### src/rtl/mem_pkg.sv
// Shared decode helpers for the MEM-stage load/store controller.
// Op3 encodings, FSM state type, access size and lane/byte-enable helpers.
package mem_pkg;

   localparam logic [1:0] OP_MEM   = 2'b11;

   localparam logic [5:0] OP3_LD   = 6'b000000;
   localparam logic [5:0] OP3_LDUB = 6'b000001;
   localparam logic [5:0] OP3_LDUH = 6'b000010;
   localparam logic [5:0] OP3_LDD  = 6'b000011;
   localparam logic [5:0] OP3_ST   = 6'b000100;
   localparam logic [5:0] OP3_STB  = 6'b000101;
   localparam logic [5:0] OP3_STH  = 6'b000110;
   localparam logic [5:0] OP3_STD  = 6'b000111;
   localparam logic [5:0] OP3_LDSB = 6'b001001;
   localparam logic [5:0] OP3_LDSH = 6'b001010;

   typedef enum logic [1:0] {ST_IDLE, ST_REQ, ST_WAIT, ST_DONE} state_e;
   typedef enum logic [1:0] {SZ_BYTE, SZ_HALF, SZ_WORD, SZ_DOUBLE} size_e;

   function automatic size_e size_of(input logic [5:0] op3);
      case (op3)
         OP3_LDUB, OP3_STB, OP3_LDSB: size_of = SZ_BYTE;
         OP3_LDUH, OP3_STH, OP3_LDSH: size_of = SZ_HALF;
         OP3_LDD,  OP3_STD:           size_of = SZ_DOUBLE;
         default:                     size_of = SZ_WORD;
      endcase
   endfunction

   function automatic logic is_signed(input logic [5:0] op3);
      is_signed = (op3 == OP3_LDSB) || (op3 == OP3_LDSH);
   endfunction

   function automatic logic is_mem_op(input logic [1:0] op, input logic [5:0] op3);
      is_mem_op = (op == OP_MEM) &&
                  (op3 inside {OP3_LD, OP3_LDUB, OP3_LDUH, OP3_LDD, OP3_ST,
                               OP3_STB, OP3_STH, OP3_STD, OP3_LDSB, OP3_LDSH});
   endfunction

   function automatic logic is_store_op(input logic [5:0] op3);
      is_store_op = op3 inside {OP3_ST, OP3_STB, OP3_STH, OP3_STD};
   endfunction

   function automatic logic misaligned(input size_e sz, input logic [2:0] a);
      case (sz)
         SZ_HALF:   misaligned = a[0];
         SZ_WORD:   misaligned = (a[1:0] != 2'b00);
         SZ_DOUBLE: misaligned = (a != 3'b000);
         default:   misaligned = 1'b0;
      endcase
   endfunction

   // Big-endian byte enables: bit 7 covers lane [63:56], i.e. address offset 0.
   function automatic logic [7:0] lane_be(input size_e sz, input logic [2:0] a);
      case (sz)
         SZ_BYTE: lane_be = 8'h80 >> a;
         SZ_HALF: lane_be = 8'hC0 >> {a[2:1], 1'b0};
         SZ_WORD: lane_be = a[2] ? 8'h0F : 8'hF0;
         default: lane_be = 8'hFF;
      endcase
   endfunction

   function automatic logic [63:0] store_data(input size_e sz, input logic [63:0] d);
      case (sz)
         SZ_BYTE: store_data = {8{d[7:0]}};
         SZ_HALF: store_data = {4{d[15:0]}};
         SZ_WORD: store_data = {2{d[31:0]}};
         default: store_data = d;
      endcase
   endfunction

endpackage

### src/rtl/mem_access_ctrl_if.sv
// Single-outstanding request/response data-memory bus.
interface mem_access_ctrl_if #(
   parameter int unsigned ADDR_W = 32,
   parameter int unsigned DATA_W = 64
);
   logic                  req_valid;
   logic                  req_ready;
   logic [ADDR_W-1:0]     req_addr;
   logic                  req_we;
   logic [DATA_W/8-1:0]   req_be;
   logic [DATA_W-1:0]     req_wdata;
   logic                  resp_valid;
   logic [DATA_W-1:0]     resp_rdata;

   modport master (
      output req_valid, req_addr, req_we, req_be, req_wdata,
      input  req_ready, resp_valid, resp_rdata
   );

   modport slave (
      input  req_valid, req_addr, req_we, req_be, req_wdata,
      output req_ready, resp_valid, resp_rdata
   );
endinterface

### src/rtl/mem_load_align.sv
// Big-endian lane select and sign/zero extension of 64-bit load data.
module mem_load_align
   import mem_pkg::*;
(
   input  logic [63:0] rdata,
   input  logic [2:0]  lane,
   input  logic [5:0]  op3,
   output logic [63:0] data_c
);

   logic [7:0]  byte_v;
   logic [15:0] half_v;
   logic [31:0] word_v;
   logic        sgn;

   // ~lane == 7-lane selects the big-endian byte/halfword position
   always_comb begin
      byte_v = rdata[{~lane, 3'b000} +: 8];
      half_v = rdata[{~lane[2:1], 4'b0000} +: 16];
      word_v = lane[2] ? rdata[31:0] : rdata[63:32];
      sgn    = is_signed(op3);
      case (size_of(op3))
         SZ_BYTE: data_c = {{56{sgn & byte_v[7]}}, byte_v};
         SZ_HALF: data_c = {{48{sgn & half_v[15]}}, half_v};
         SZ_WORD: data_c = {32'b0, word_v};
         default: data_c = rdata;
      endcase
   end

endmodule

### src/rtl/mem_access_ctrl.sv
// MEM-stage load/store controller: EX/MEM decode, bus sequencing, stall and load formatting.
// Define MEM_TIMEOUT_EN to add the REQ/WAIT timeout counter and the bus_err output.
module mem_access_ctrl
   import mem_pkg::*;
#(
   parameter int unsigned ADDR_W = 32,
   parameter int unsigned DATA_W = 64
`ifdef MEM_TIMEOUT_EN
   ,
   parameter int unsigned TIMEOUT_CYCLES = 256
`endif
) (
   input  logic                clk,
   input  logic                reset,
   input  logic [1:0]          op,
   input  logic [5:0]          op3,
   input  logic [ADDR_W-1:0]   addr,
   input  logic [DATA_W-1:0]   st_data,
   input  logic [4:0]          regD_in,
   input  logic                regWrite_in,
   input  logic                regWriteDouble_in,
   output logic                mem_ready,
   mem_access_ctrl_if.master   bus,
   output logic [DATA_W-1:0]   wb_data,
   output logic [4:0]          wb_regD,
   output logic                wb_regWrite,
   output logic                wb_regWriteDouble,
   output logic                align_err
`ifdef MEM_TIMEOUT_EN
   ,
   output logic                bus_err
`endif
);

   state_e              state_q, state_d;
   logic                req_valid_q, req_valid_d;
   logic [ADDR_W-1:0]   req_addr_q, req_addr_d;
   logic                req_we_q, req_we_d;
   logic [7:0]          req_be_q, req_be_d;
   logic [DATA_W-1:0]   req_wdata_q, req_wdata_d;
   logic [DATA_W-1:0]   rdata_q, rdata_d;

   logic                mem_op;
   logic                store_op;
   logic                mis;
   size_e               size;
   logic [DATA_W-1:0]   load_data;

`ifdef MEM_TIMEOUT_EN
   localparam int unsigned CNT_W = $clog2(TIMEOUT_CYCLES + 1);
   logic [CNT_W-1:0]    cnt_q, cnt_d;
   logic                bus_err_q, bus_err_d;
`endif

   assign mem_op   = is_mem_op(op, op3);
   assign store_op = is_store_op(op3);
   assign size     = size_of(op3);
   assign mis      = misaligned(size, addr[2:0]);

   mem_load_align u_align (
      .rdata  (rdata_q),
      .lane   (addr[2:0]),
      .op3    (op3),
      .data_c (load_data)
   );

   // Next-state, request fields and MEM/WB outputs
   always_comb begin
      state_d     = state_q;
      req_valid_d = req_valid_q;
      req_addr_d  = req_addr_q;
      req_we_d    = req_we_q;
      req_be_d    = req_be_q;
      req_wdata_d = req_wdata_q;
      rdata_d     = rdata_q;
      mem_ready   = 1'b0;
      align_err   = 1'b0;
      wb_data     = '0;
`ifdef MEM_TIMEOUT_EN
      cnt_d       = cnt_q;
      bus_err_d   = 1'b0;
`endif
      case (state_q)
         ST_IDLE: begin
            if (!mem_op) begin
               mem_ready = 1'b1;
               wb_data   = DATA_W'(addr);
            end else if (mis) begin
               mem_ready = 1'b1;
               align_err = 1'b1;
            end else begin
               state_d     = ST_REQ;
               req_valid_d = 1'b1;
               req_addr_d  = {addr[ADDR_W-1:3], 3'b000};
               req_we_d    = store_op;
               req_be_d    = lane_be(size, addr[2:0]);
               req_wdata_d = store_op ? store_data(size, st_data) : '0;
`ifdef MEM_TIMEOUT_EN
               cnt_d       = '0;
`endif
            end
         end
         ST_REQ: begin
            if (bus.req_ready) begin
               state_d     = ST_WAIT;
               req_valid_d = 1'b0;
               req_addr_d  = '0;
               req_we_d    = 1'b0;
               req_be_d    = '0;
               req_wdata_d = '0;
            end
         end
         ST_WAIT: begin
            if (bus.resp_valid) begin
               rdata_d = bus.resp_rdata;
               state_d = ST_DONE;
            end
         end
         default: begin
            mem_ready = 1'b1;
            wb_data   = store_op ? '0 : load_data;
            state_d   = ST_IDLE;
         end
      endcase
`ifdef MEM_TIMEOUT_EN
      // A real response in the same cycle as expiry takes priority
      if ((state_q == ST_REQ) || (state_q == ST_WAIT)) begin
         cnt_d = cnt_q + CNT_W'(1);
         if ((cnt_d == CNT_W'(TIMEOUT_CYCLES)) && (state_d != ST_DONE)) begin
            state_d     = ST_DONE;
            rdata_d     = '0;
            bus_err_d   = 1'b1;
            req_valid_d = 1'b0;
            req_addr_d  = '0;
            req_we_d    = 1'b0;
            req_be_d    = '0;
            req_wdata_d = '0;
         end
      end
`endif
   end

   always_ff @(posedge clk) begin
      if (reset) begin
         state_q     <= ST_IDLE;
         req_valid_q <= 1'b0;
         req_addr_q  <= '0;
         req_we_q    <= 1'b0;
         req_be_q    <= '0;
         req_wdata_q <= '0;
         rdata_q     <= '0;
`ifdef MEM_TIMEOUT_EN
         cnt_q       <= '0;
         bus_err_q   <= 1'b0;
`endif
      end else begin
         state_q     <= state_d;
         req_valid_q <= req_valid_d;
         req_addr_q  <= req_addr_d;
         req_we_q    <= req_we_d;
         req_be_q    <= req_be_d;
         req_wdata_q <= req_wdata_d;
         rdata_q     <= rdata_d;
`ifdef MEM_TIMEOUT_EN
         cnt_q       <= cnt_d;
         bus_err_q   <= bus_err_d;
`endif
      end
   end

   assign bus.req_valid = req_valid_q;
   assign bus.req_addr  = req_addr_q;
   assign bus.req_we    = req_we_q;
   assign bus.req_be    = req_be_q;
   assign bus.req_wdata = req_wdata_q;

   assign wb_regD           = regD_in;
   assign wb_regWrite       = regWrite_in & ~align_err;
   assign wb_regWriteDouble = regWriteDouble_in & ~align_err;

`ifdef MEM_TIMEOUT_EN
   assign bus_err = bus_err_q;
`endif

endmodule

### src/flat_wrapper.sv
// flat-port wrapper written by rule: the top's interface ports become plain ports
module mem_access_ctrl_flat import mem_pkg::*;
#(
   parameter int unsigned ADDR_W = 32,
   parameter int unsigned DATA_W = 64

)
  (clk, reset, op, op3, addr, st_data, regD_in, regWrite_in, regWriteDouble_in, mem_ready, wb_data, wb_regD, wb_regWrite, wb_regWriteDouble, align_err, bus_req_valid, bus_req_addr, bus_req_we, bus_req_be, bus_req_wdata, bus_req_ready, bus_resp_valid, bus_resp_rdata);
  mem_access_ctrl_if #(.ADDR_W(ADDR_W), .DATA_W(DATA_W)) bus_i ();
  input  logic clk;
  input  logic reset;
  input  logic [1:0] op;
  input  logic [5:0] op3;
  input  logic [ADDR_W-1:0] addr;
  input  logic [DATA_W-1:0] st_data;
  input  logic [4:0] regD_in;
  input  logic regWrite_in;
  input  logic regWriteDouble_in;
  output logic mem_ready;
  output logic [DATA_W-1:0] wb_data;
  output logic [4:0] wb_regD;
  output logic wb_regWrite;
  output logic wb_regWriteDouble;
  output logic align_err;
  output wire logic [$bits(bus_i.req_valid)-1:0] bus_req_valid;
  output wire logic [$bits(bus_i.req_addr)-1:0] bus_req_addr;
  output wire logic [$bits(bus_i.req_we)-1:0] bus_req_we;
  output wire logic [$bits(bus_i.req_be)-1:0] bus_req_be;
  output wire logic [$bits(bus_i.req_wdata)-1:0] bus_req_wdata;
  input wire logic [$bits(bus_i.req_ready)-1:0] bus_req_ready;
  input wire logic [$bits(bus_i.resp_valid)-1:0] bus_resp_valid;
  input wire logic [$bits(bus_i.resp_rdata)-1:0] bus_resp_rdata;
  assign bus_req_valid = bus_i.req_valid;
  assign bus_req_addr = bus_i.req_addr;
  assign bus_req_we = bus_i.req_we;
  assign bus_req_be = bus_i.req_be;
  assign bus_req_wdata = bus_i.req_wdata;
  assign bus_i.req_ready = bus_req_ready;
  assign bus_i.resp_valid = bus_resp_valid;
  assign bus_i.resp_rdata = bus_resp_rdata;
  mem_access_ctrl #(.ADDR_W(ADDR_W), .DATA_W(DATA_W)) u_core (.clk(clk), .reset(reset), .op(op), .op3(op3), .addr(addr), .st_data(st_data), .regD_in(regD_in), .regWrite_in(regWrite_in), .regWriteDouble_in(regWriteDouble_in), .mem_ready(mem_ready), .bus(bus_i), .wb_data(wb_data), .wb_regD(wb_regD), .wb_regWrite(wb_regWrite), .wb_regWriteDouble(wb_regWriteDouble), .align_err(align_err));
endmodule
### config.mk
export PLATFORM = sky130hd
export DESIGN_NAME = mem_access_ctrl_flat
export DESIGN_NICKNAME = d
export VERILOG_FILES = /design/src/rtl/mem_pkg.sv /design/src/rtl/mem_access_ctrl_if.sv /design/src/rtl/mem_load_align.sv /design/src/rtl/mem_access_ctrl.sv /design/src/flat_wrapper.sv
export SDC_FILE = /design/constraint.sdc
export NUM_CORES = 1
export LEC_CHECK = 0
export ABC_AREA = 1
export ABC_CLOCK_PERIOD_IN_PS = 2800
export BUFFER_PORTS_ARGS = -buffer_cell sky130_fd_sc_hd__buf_2
export CAP_MARGIN = 20
export CORE_MARGIN = 1
export CORE_UTILIZATION = 50
export CTS_BUF_LIST = sky130_fd_sc_hd__clkbuf_2 sky130_fd_sc_hd__clkbuf_4 sky130_fd_sc_hd__clkbuf_8
export DETAILED_ROUTE_END_ITERATION = 6
export PLACE_DENSITY = 0.8
export SLEW_MARGIN = 20
export SYNTH_ARGS = -nofsm -noshare
export SYNTH_HDL_FRONTEND = slang
export SYNTH_SLANG_ARGS = --single-unit
export TNS_END_PERCENT = 50
### constraint.sdc
create_clock -name clk -period 2.8 [get_ports clk]
set_input_delay 0.56 -clock clk [delete_from_list [all_inputs] [get_ports clk]]
set_output_delay 0.56 -clock clk [all_outputs]
set_load 0.02 [all_outputs]
==> impl_metrics.tcl, run 1 <==
set metrics [dict create \
    synth_top_area_cell "dfxtp_1" \
    drtAntennaViolNets 0 \
    grt_overflow 0 \
    hold_slack_ns 0.332 \
    grt_max_degree 72 \
    endpoint_kind "output port" \
    fin_crit_sh_pct 99.2 \
    worst_pin_slew_ns 0.870 \
    max-clock-path-buffers 2 \
    clock-sinks 169 \
    maxSlewHeadroom_pct 42.0 \
    synth_most_common_cell "nand2_1" \
    first_iter_violations 1117 \
    antenna_found_initial 2 \
    hp-class "in -> reg" \
    post-route-drc-count 0 \
    dieHeight_um 150 \
    route.vias.total 13800 \
    status "finished, final reports clean" \
    synth-async-reset-ratio_pct 0 \
    grt_pass1_wl_um 65900 \
    wl_per_cell_um 17.6 \
    cts_tree "built" \
    yosys_register_bits 169 \
    setup_tns_ns 0 \
    initial_core_util_pct 51.4 \
    p_int_w 0.00532 \
    n_fill_cell 1932 \
    drive_gt1_share_pct 25.5 \
    place_inst 2515 \
    p_clk_share_pct 18.8 \
    maxCapViolations 0 \
    swShare_pct 44.9 \
    instances_no_fill 2568 \
    synth_top_flop_cell "dfxtp_1" \
    critical_path.startpoint_type "primary input" \
    fin_skew_ns 0.0104 \
    crit_slowest_cell "ha_1" \
    die-width_um 150 \
    core_area_sq_um 21200 \
    synthTopCellsByCount "512 x nand2_1, 405 x nor2_1, 265 x inv_1" \
    slowest_delay_ns 0.20 \
    path_cells "buf_6 -> buf_4 -> ha_1 -> nor2_2 -> nand2_2 -> nand2_2 -> a21oi_4 -> inv_2 -> nand2_2 -> nor2_4 -> buf_12 -> clkbuf_16 -> nand2_1 -> nand2_1 -> buf_2" \
    p_leak_nw 7.98 \
    synth-seq-area-share_pct 31.0 \
    post-route-util_pct 68.3 \
    r2r_cells 9 \
    finalSetupViolCount 0 \
    r2r-end "u_core.bus.req_wdata[31]" \
    avgSynthCellArea_sq_um 5.67 \
    min_from "bus_resp_rdata[36]" \
    clk_pin_slew_ns 0.09 \
    crit_type "in -> out" \
    reg2reg_slack_ns 0.69 \
    port_buffers 344 \
    cp.required_ns 2.24 \
    syn_inst 1922 \
    first_global_vias 12600 \
    rows 53 \
    syn_area_sq_um 10900 \
    period_needed_ns 2.78 \
    cts-root-buf "clkbuf_8" \
    crit_fanout 8 \
    hpwl_um 32400 \
    final_max_slew_viol_count 0 \
    synth_edf_count 0 \
    combinationalPowerShare_pct 47.7 \
    p_per_area_nw_per_um2 666 \
    yosysUniqueCellTypes 33 \
    ir_drop_mv 0.332 \
    numCtsBuffers 17 \
    routed_wl_um 45200 \
    reg2reg_from "u_core.state_q[1]" \
    synthToLayoutAreaGrowth_pct 32.9 \
    grt_use_total_pct 38.6 \
    cp.arrival_ns 2.22 \
    rsz0062_at_grt "true" \
    hold-path-cell-count 3 \
    htreeDepth 4 \
    io_pins 358 \
    synth_top_cell_area_share_pct 31.0 \
    switching_power_w 0.00433 \
    gp_congestion 1.02 \
    viasPerCell 5.39 \
    crit_path_frequent_cell "nand2_2" \
    postCtsHoldBufs 0 \
    hold_end "u_core.rdata_q[36]" \
    drt-pass1-iter-count 6 \
    die_area_sq_um 22400 \
    clk_latency_ns 0.48 \
    yosys_warnings 0 \
    fmax_mhz 360 \
    hold_viol 0 \
    synth_area_leaders "dfxtp_1 31%, nand2_1 18%, nor2_1 14%" \
    final_nets 2464 \
    power.share.sequential_pct 33.5 \
]
==> worst max-delay path: cells and delay by family <==
family | cells | cell delay, ns
adders and majority gates | 1 | 0.20
and+or+nand+nor | 7 | 0.64
AOI/OAI and AO/OA | 1 | 0.07
buffers and inverters | 6 | 0.73
==> power groups by stage <==
stage / combinational [W] / clock, W / sequential [W]
floorplan: 0.00239 / 0 / 0.00361
global placement: 0.00419 / 0 / 0.00325
detailed placement: 0.00423 / 0 / 0.00326
CTS: 0.00428 / 0.00183 / 0.00321
global route: 0.00506 / 0.00192 / 0.00327
finish: 0.00461 / 0.00182 / 0.00323
==> layout by cell type, fill, tap and decap left out, drive strengths merged <==
| cell type | synthesis | layout |
|---|---|---|
| a21oi | 66 | 66 |
| bufinv | 0 | 2 |
| nand2 | 521 | 521 |
| nand3 | 121 | 121 |
| ha | 8 | 8 |
| dfxtp | 169 | 169 |
| nor3 | 13 | 13 |
| o211ai | 19 | 19 |
| clkbuf | 64 | 23 |
| conb | 1 | 3 |
| diode | 0 | 4 |
| o21bai | 1 | 1 |
| nand4 | 22 | 22 |
| o2111ai | 1 | 1 |
| a22oi | 7 | 7 |
| a21o | 1 | 1 |
| clkinv | 2 | 3 |
| buf | 57 | 451 |
| inv | 271 | 273 |
| o21ai | 126 | 126 |
| nor2 | 410 | 410 |
| o22ai | 34 | 34 |
| or2 | 6 | 6 |
| nand3b | 2 | 2 |
| clkinvlp | 0 | 7 |
==> flip-flops by register name (all words and copies together) (netlist names) <==
register and flops:
u_core.bus.req_addr 29, u_core.bus.req_be 8, u_core.bus.req_valid 1, u_core.bus.req_wdata 64
u_core.bus.req_we 1, u_core.rdata_q 64, u_core.state_q 2
==> final cells by class <==
type                            count  area [sq um]  area share, %
Multi-Input combinational cell   1361          6250           43.1
Tap cell                          275           344           2.38
Clock buffer                       19           249           1.72
Sequential cell                   169          3390           23.4
Timing Repair Buffer              455          3060           21.1
Clock inverter                     12           141          0.976
Inverter                          273          1050           7.23
Antenna cell                        4          10.0         0.0691
==> stage by stage <==
| step | setup slack, ns | power (W) | area, sq um |
|---|---|---|---|
| after floorplan | 0.0534 | 0.00599 | 10900 |
| after CTS | 0.00216 | 0.00931 | 14000 |
| after global placement | -0.114 | 0.00743 | 13300 |
| final | 0.0218 | 0.00965 | 14500 |
| after detailed placement | -0.185 | 0.00750 | 13300 |
| after global routing | -0.0594 | 0.0103 | 14500 |
==> worst max-delay path by stage <==
| stage | end | slack, ns | from | cells after the start |
|---|---|---|---|---|
| 2_1_floorplan | wb_data[32] | 0.05 | op3[0] | 13 |
| 3_5_place_dp | wb_data[53] | -0.19 | op3[1] | 15 |
| 4_1_cts | wb_data[27] | 0.002 | op3[1] | 15 |
| 3_3_place_gp | wb_data[10] | -0.11 | op3[1] | 13 |
| 6_report | wb_data[20] | 0.02 | op3[0] | 15 |
| 5_1_grt | wb_data[6] | -0.06 | op3[0] | 15 |
==> per-layer routing <==
layer / GRT usage [%] / vias to the layer above / share of wire (%) / routed length, um
met5: 0 / - / 0 / 0
met4: 27.6 / 0 / 6.7 / 3030
met3: 7.13 / 179 / 8.4 / 3810
met2: 66.2 / 798 / 48 / 21700
met1: 42.9 / 6221 / 37 / 16700
li1: - / 6637 / - / -
==> logic make-up (layout without fill, tap and decap cells) <==
family,count (synthesis),after routing,synth area share (%)
and+or+nand+nor,1095,1095,40.6
other,1,7,0.0344
DFF,169,169,31.0
AOI/OAI and AO/OA,255,255,12.8
adders and majority gates,8,8,0.918
buffers and inverters,394,759,14.6
==> timing repair <==
action                                  in CTS  in global routing
hold endpoints to repair                     0                  0
cloned                                       2                  4
gates resized for setup                     60                120
endpoints found under the setup margin      61                 59
pin swaps                                    1                 17
buffers inserted                             6                  7
Note: power is estimated with default switching activity, not from simulation.
==> run 2: changes to the inputs <==
- CORE_UTILIZATION: 50 -> 53
- PLACE_DENSITY: 0.8 -> 0.84
==> run 2 against run 1 <==
The flow now finishes with violations (setup timing). Total power is 0.42% higher. Non-clock buffer count is 28 higher. Worst setup slack worse by 0.030 ns. Final area grew 1.7%. Clock skew grew 0.0055 ns. Sequential share of layout area fell by 0.39 points. Via count grew 1.1%. Critical path depth up 2. Clock power hardly changed.
==> impl_metrics.tcl, run 2 (synthesized netlist as in run 1, its figures left out) <==
set metrics [dict create \
    p_int_w 0.00530 \
    wl_per_cell_um 17.3 \
    endpoint_kind "output port" \
    clk_pin_slew_ns 0.10 \
    die_area_sq_um 21100 \
    worst_pin_slew_ns 1.10 \
    routed_wl_um 44800 \
    first_iter_violations 1161 \
    drive_gt1_share_pct 26.5 \
    hp-class "in -> reg" \
    antenna_found_initial 2 \
    crit_slowest_cell "ha_4" \
    worst-path-buf-inv 8 \
    clock-sinks 169 \
    place_inst 2533 \
    crit_path_frequent_cell "buf_6" \
    maxSlewHeadroom_pct 25.7 \
    p_per_area_nw_per_um2 658 \
    rsz0062_at_grt "true" \
    cp_top_family "buffers and inverters" \
    setup_tns_ns -0.0102 \
    rows 52 \
    htreeDepth 4 \
    fin_skew_ns 0.0158 \
    final_nets 2492 \
    slowest_delay_ns 0.26 \
    cts_tree "built" \
    setup_ws_ns -0.00871 \
    grt_overflow 0 \
    gp_congestion 1.02 \
    synthToLayoutAreaGrowth_pct 35.1 \
    power.share.sequential_pct 33.3 \
    path_cells "buf_8 -> inv_6 -> ha_4 -> nand2_4 -> inv_4 -> nand2_8 -> nor2_4 -> buf_6 -> buf_6 -> buf_6 -> nand2_4 -> o21ai_4 -> inv_1 -> nand3_1 -> nand2_1 -> nand2_2 -> buf_6" \
    core_area_sq_um 20200 \
    post-route-drc-count 0 \
    critical_path.startpoint_type "primary input" \
    violations "setup timing" \
    initial_core_util_pct 54.0 \
    grt_max_degree 69 \
    postCtsHoldBufs 0 \
    cp.arrival_ns 2.25 \
    port_buffers 344 \
    combinationalPowerShare_pct 48.2 \
    drtAntennaViolNets 0 \
    p_leak_nw 8.22 \
    dieHeight_um 145 \
    crit_type "in -> out" \
    swShare_pct 45.3 \
    layout_common_cells "490 x nand2_1, 388 x nor2_1, 309 x buf_2, 259 x inv_1, 168 x dfxtp_1" \
    final_max_slew_viol_count 0 \
    final_common_cell "nand2_1" \
    cp.required_ns 2.24 \
    cts-root-buf "clkbuf_8" \
    crit_fanout 5 \
    maxCapViolations 0 \
    numCtsBuffers 17 \
    dp_slack_ns -0.190 \
    hpwl_um 32100 \
    viasPerCell 5.40 \
    status "finished with violations" \
    fin_crit_sh_pct 100 \
    finalSetupViolCount 2 \
    instances_no_fill 2590 \
    hold_viol 0 \
    period_needed_ns 2.81 \
    max-clock-path-buffers 2 \
    switching_power_w 0.00439 \
    first_global_vias 13000 \
    ir_drop_mv 0.358 \
    clk_latency_ns 0.48 \
    die-width_um 145 \
    route.vias.total 14000 \
    grt_pass1_wl_um 67800 \
    grt_use_total_pct 41.1 \
    io_pins 358 \
    p_clk_share_pct 18.5 \
    drt-pass1-iter-count 6 \
    fmax_mhz 356 \
]
run 2: area by class of cell:
type                       instances  area, sq um
tap                              270          338
sequential                       169         3390
timing repair buffer             483         3290
fill                            1796         5440
multi-input combinational       1361         6270
clock buffer                      19          255
antenna                            2         5.00
clock inverter                    13          136
inverter                         273         1040
run 2: through the flow:
stage | cell area (sq um) | power (W) | util (%) | hold WS [ns]
final | 14700 | 0.00969 | 73.0 | 0.320
after global routing | 14700 | 0.0103 | 73.0 | 0.311
after CTS | 14300 | 0.00937 | 70.7 | 0.310
after detailed placement | 13500 | 0.00750 | 67.0 | 0.494
after global placement | 13500 | 0.00741 | 67.0 | 0.493
after floorplan | 10900 | 0.00599 | - | 0.463
run 2: routing by layer:
layer	share of wire [%]	vias to the layer above	GRT usage [%]
met5	0	-	0
met1	35	6237	45.7
met3	9.6	216	9.31
met2	47	852	69.1
met4	7.9	0	30.6
li1	-	6684	-
run 2: timing repair:
action                     CTS  global route
setup endpoints to repair   64            67
buffers inserted             8            11
gates resized for setup     74            87
pin swaps                   14            28
cloned                       2             2
run 2: power by group through the flow:
stage	clock network (W)	logic (W)	registers [W]
2_1_floorplan	0	0.00239	0.00361
3_3_place_gp	0	0.00417	0.00324
3_5_place_dp	0	0.00424	0.00326
4_1_cts	0.00181	0.00436	0.00321
5_1_grt	0.00190	0.00510	0.00326
6_report	0.00180	0.00467	0.00322
run 2: path summary, 6_finish.rpt:
check                                 to  slack, ns                    from  cells past startpoint
setup / recovery             wb_data[10]     -0.009                  op3[1]                     17
hold / removal        u_core.rdata_q[22]       0.32      bus_resp_rdata[22]                      3
setup reg to reg      u_core.rdata_q[21]       0.53       u_core.state_q[0]                      5
hold reg to reg   u_core.bus.req_addr[4]       0.51  u_core.bus.req_addr[4]                      4
run 2: tightest hold or removal path: cells and delay by family:
family                 cells  cell delay [ns]
AND/OR/NAND/NOR            1             0.07
AO/OA/AOI/OAI              1             0.07
buffers and inverters      1             0.07
==> run 3: changes to the inputs <==
- CORE_UTILIZATION: 53 -> 35
- PLACE_DENSITY: 0.84 -> 0.6
==> run 3 against run 2 <==
The flow finishes with violations (DRC). First-iteration DRC count shrank 8.3%. Sequential cell count is the same. Non-clock buffer count shrank 10. Total power grew 0.85%. Via count shrank 3.5%. Die area grew 51%. Critical path depth shrank 2.
==> impl_metrics.tcl, run 3 (synthesized netlist as in run 1, its figures left out) <==
set metrics [dict create \
    cp_top_family "simple AND/OR/NAND/NOR gates" \
    slowest_delay_ns 0.26 \
    first_global_vias 12700 \
    p_leak_nw 8.11 \
    routed_wl_um 48800 \
    final_nets 2482 \
    maxSlewHeadroom_pct 57.1 \
    crit_slowest_cell "ha_4" \
    rows 64 \
    hold_slack_ns 0.307 \
    die_area_sq_um 31900 \
    htreeDepth 4 \
    dieHeight_um 178 \
    cts_tree "built" \
    route.vias.total 13500 \
    final_max_slew_viol_count 0 \
    initial_core_util_pct 35.6 \
    first_iter_violations 1065 \
    drt-pass1-iter-count 7 \
    max-clock-path-buffers 2 \
    crit_path_frequent_cell "nor2_4" \
    grt_pass1_wl_um 71000 \
    antenna_found_initial 0 \
    crit_fanout 8 \
    setup_ws_ns 0.00256 \
    period_needed_ns 2.80 \
    grt_max_degree 74 \
    clk_pin_slew_ns 0.11 \
    rsz0062_at_grt "true" \
    drive_gt1_share_pct 26.6 \
    finalSetupViolCount 0 \
    ir_drop_mv 0.287 \
    fmax_mhz 357 \
    final_common_cell "nand2_1" \
    cp.required_ns 2.24 \
    cts-root-buf "clkbuf_8" \
    p_per_area_nw_per_um2 647 \
    hpwl_um 36300 \
    dp_slack_ns -0.241 \
    io_pins 358 \
    clk_latency_ns 0.49 \
    core_area_sq_um 30600 \
    path_cells "buf_12 -> inv_6 -> ha_4 -> nand2_4 -> inv_4 -> nand2_8 -> nor2_4 -> nand2_2 -> nor2_4 -> nor2_4 -> nand2_4 -> nand2_8 -> buf_12 -> nor2_4 -> buf_6" \
    crit_type "in -> out" \
    postCtsHoldBufs 0 \
    worst_pin_slew_ns 0.643 \
    synthToLayoutAreaGrowth_pct 38.7 \
    layout_common_cells "495 x nand2_1, 366 x nor2_1, 281 x buf_2, 261 x inv_1, 169 x dfxtp_1" \
    wl_per_cell_um 18.0 \
    viasPerCell 4.99 \
    post-route-drc-count 2 \
    post-route-util_pct 49.4 \
    fin_crit_sh_pct 99.9 \
    dpl_cell_area_sq_um 13600 \
    fin_area_sq_um 15100 \
    gp_congestion 0.982 \
    worst-path-buf-inv 5 \
    fin_skew_ns 0.0132 \
    violations "DRC" \
    n_fill_cell 3274 \
    cp.arrival_ns 2.24 \
    grt_use_total_pct 29.7 \
    grt_overflow 0 \
    drtAntennaViolNets 0 \
    endpoint_kind "output port" \
    hold_viol 0 \
    status "finished with violations" \
    maxCapViolations 0 \
    critical_path.startpoint_type "primary input" \
    clock-sinks 169 \
    hp-class "in -> reg" \
    numCtsBuffers 17 \
    port_buffers 344 \
    die-width_um 178 \
]
==> run 3: tightest hold or removal path, delay by kind of cell <==
family | cells | cell delay [ns]
AND/OR/NAND/NOR | 1 | 0.07
buffers and inverters | 1 | 0.07
AO/OA/AOI/OAI | 1 | 0.07
==> run 3: final timing paths <==
path	start	end	slack, ns	cells past startpoint
setup / recovery	op3[1]	wb_data[55]	0.003	15
hold / removal	bus_resp_rdata[28]	u_core.rdata_q[28]	0.31	3
setup reg to reg	u_core.state_q[0]	u_core.rdata_q[23]	0.85	6
hold reg to reg	u_core.rdata_q[38]	u_core.rdata_q[38]	0.48	2
==> run 3: per-stage QoR <==
stage          setup TNS [ns]  total power [W]  cells
5_1_grt                 -2.16           0.0105   2704
6_report                    0          0.00977   2705
4_1_cts               -0.0184          0.00954   2695
3_3_place_gp            -4.66          0.00759   2654
3_5_place_dp            -7.08          0.00762   2654
2_1_floorplan               0          0.00599   1924
==> run 3: repair_timing <==
item | 4_1_cts | 5_1_grt
setup endpoints to repair | 64 | 68
pin swaps | 3 | 13
cloned | 3 | 4
resized for setup | 73 | 173
buffers inserted | 6 | 5
==> run 3: layout make-up <==
| cell class | instances | area [sq um] | area share (%) |
|---|---|---|---|
| Antenna cell | 1 | 2.50 | 0.0166 |
| Clock buffer | 22 | 284 | 1.88 |
| Multi-Input combinational cell | 1361 | 6420 | 42.5 |
| Clock inverter | 10 | 120 | 0.795 |
| Inverter | 273 | 1040 | 6.89 |
| Timing Repair Buffer | 473 | 3370 | 22.3 |
| Sequential cell | 169 | 3380 | 22.4 |
| Tap cell | 396 | 495 | 3.28 |
==> run 3: where the power goes <==
| group | total (W) | internal, W | leakage [nW] | switching, W |
|---|---|---|---|---|
| sequential | 0.00321 | 0.00288 | 1.37 | 0.000333 |
| combinational | 0.00469 | 0.00167 | 6.54 | 0.00302 |
| clock | 0.00187 | 0.000870 | 0.192 | 0.00100 |
| total | 0.00977 | 0.00542 | 8.11 | 0.00435 |
==> run 3: layer usage <==
| layer | up-vias | wire length (um) | part of all wire (%) | GRT usage (%) |
|---|---|---|---|---|
| met5 | - | 0 | 0 | 0 |
| met4 | 0 | 2900 | 5.9 | 18.0 |
| met3 | 140 | 3410 | 7.0 | 5.80 |
| met2 | 586 | 23800 | 49 | 52.6 |
| met1 | 6104 | 18600 | 38 | 32.4 |
| li1 | 6664 | - | - | - |
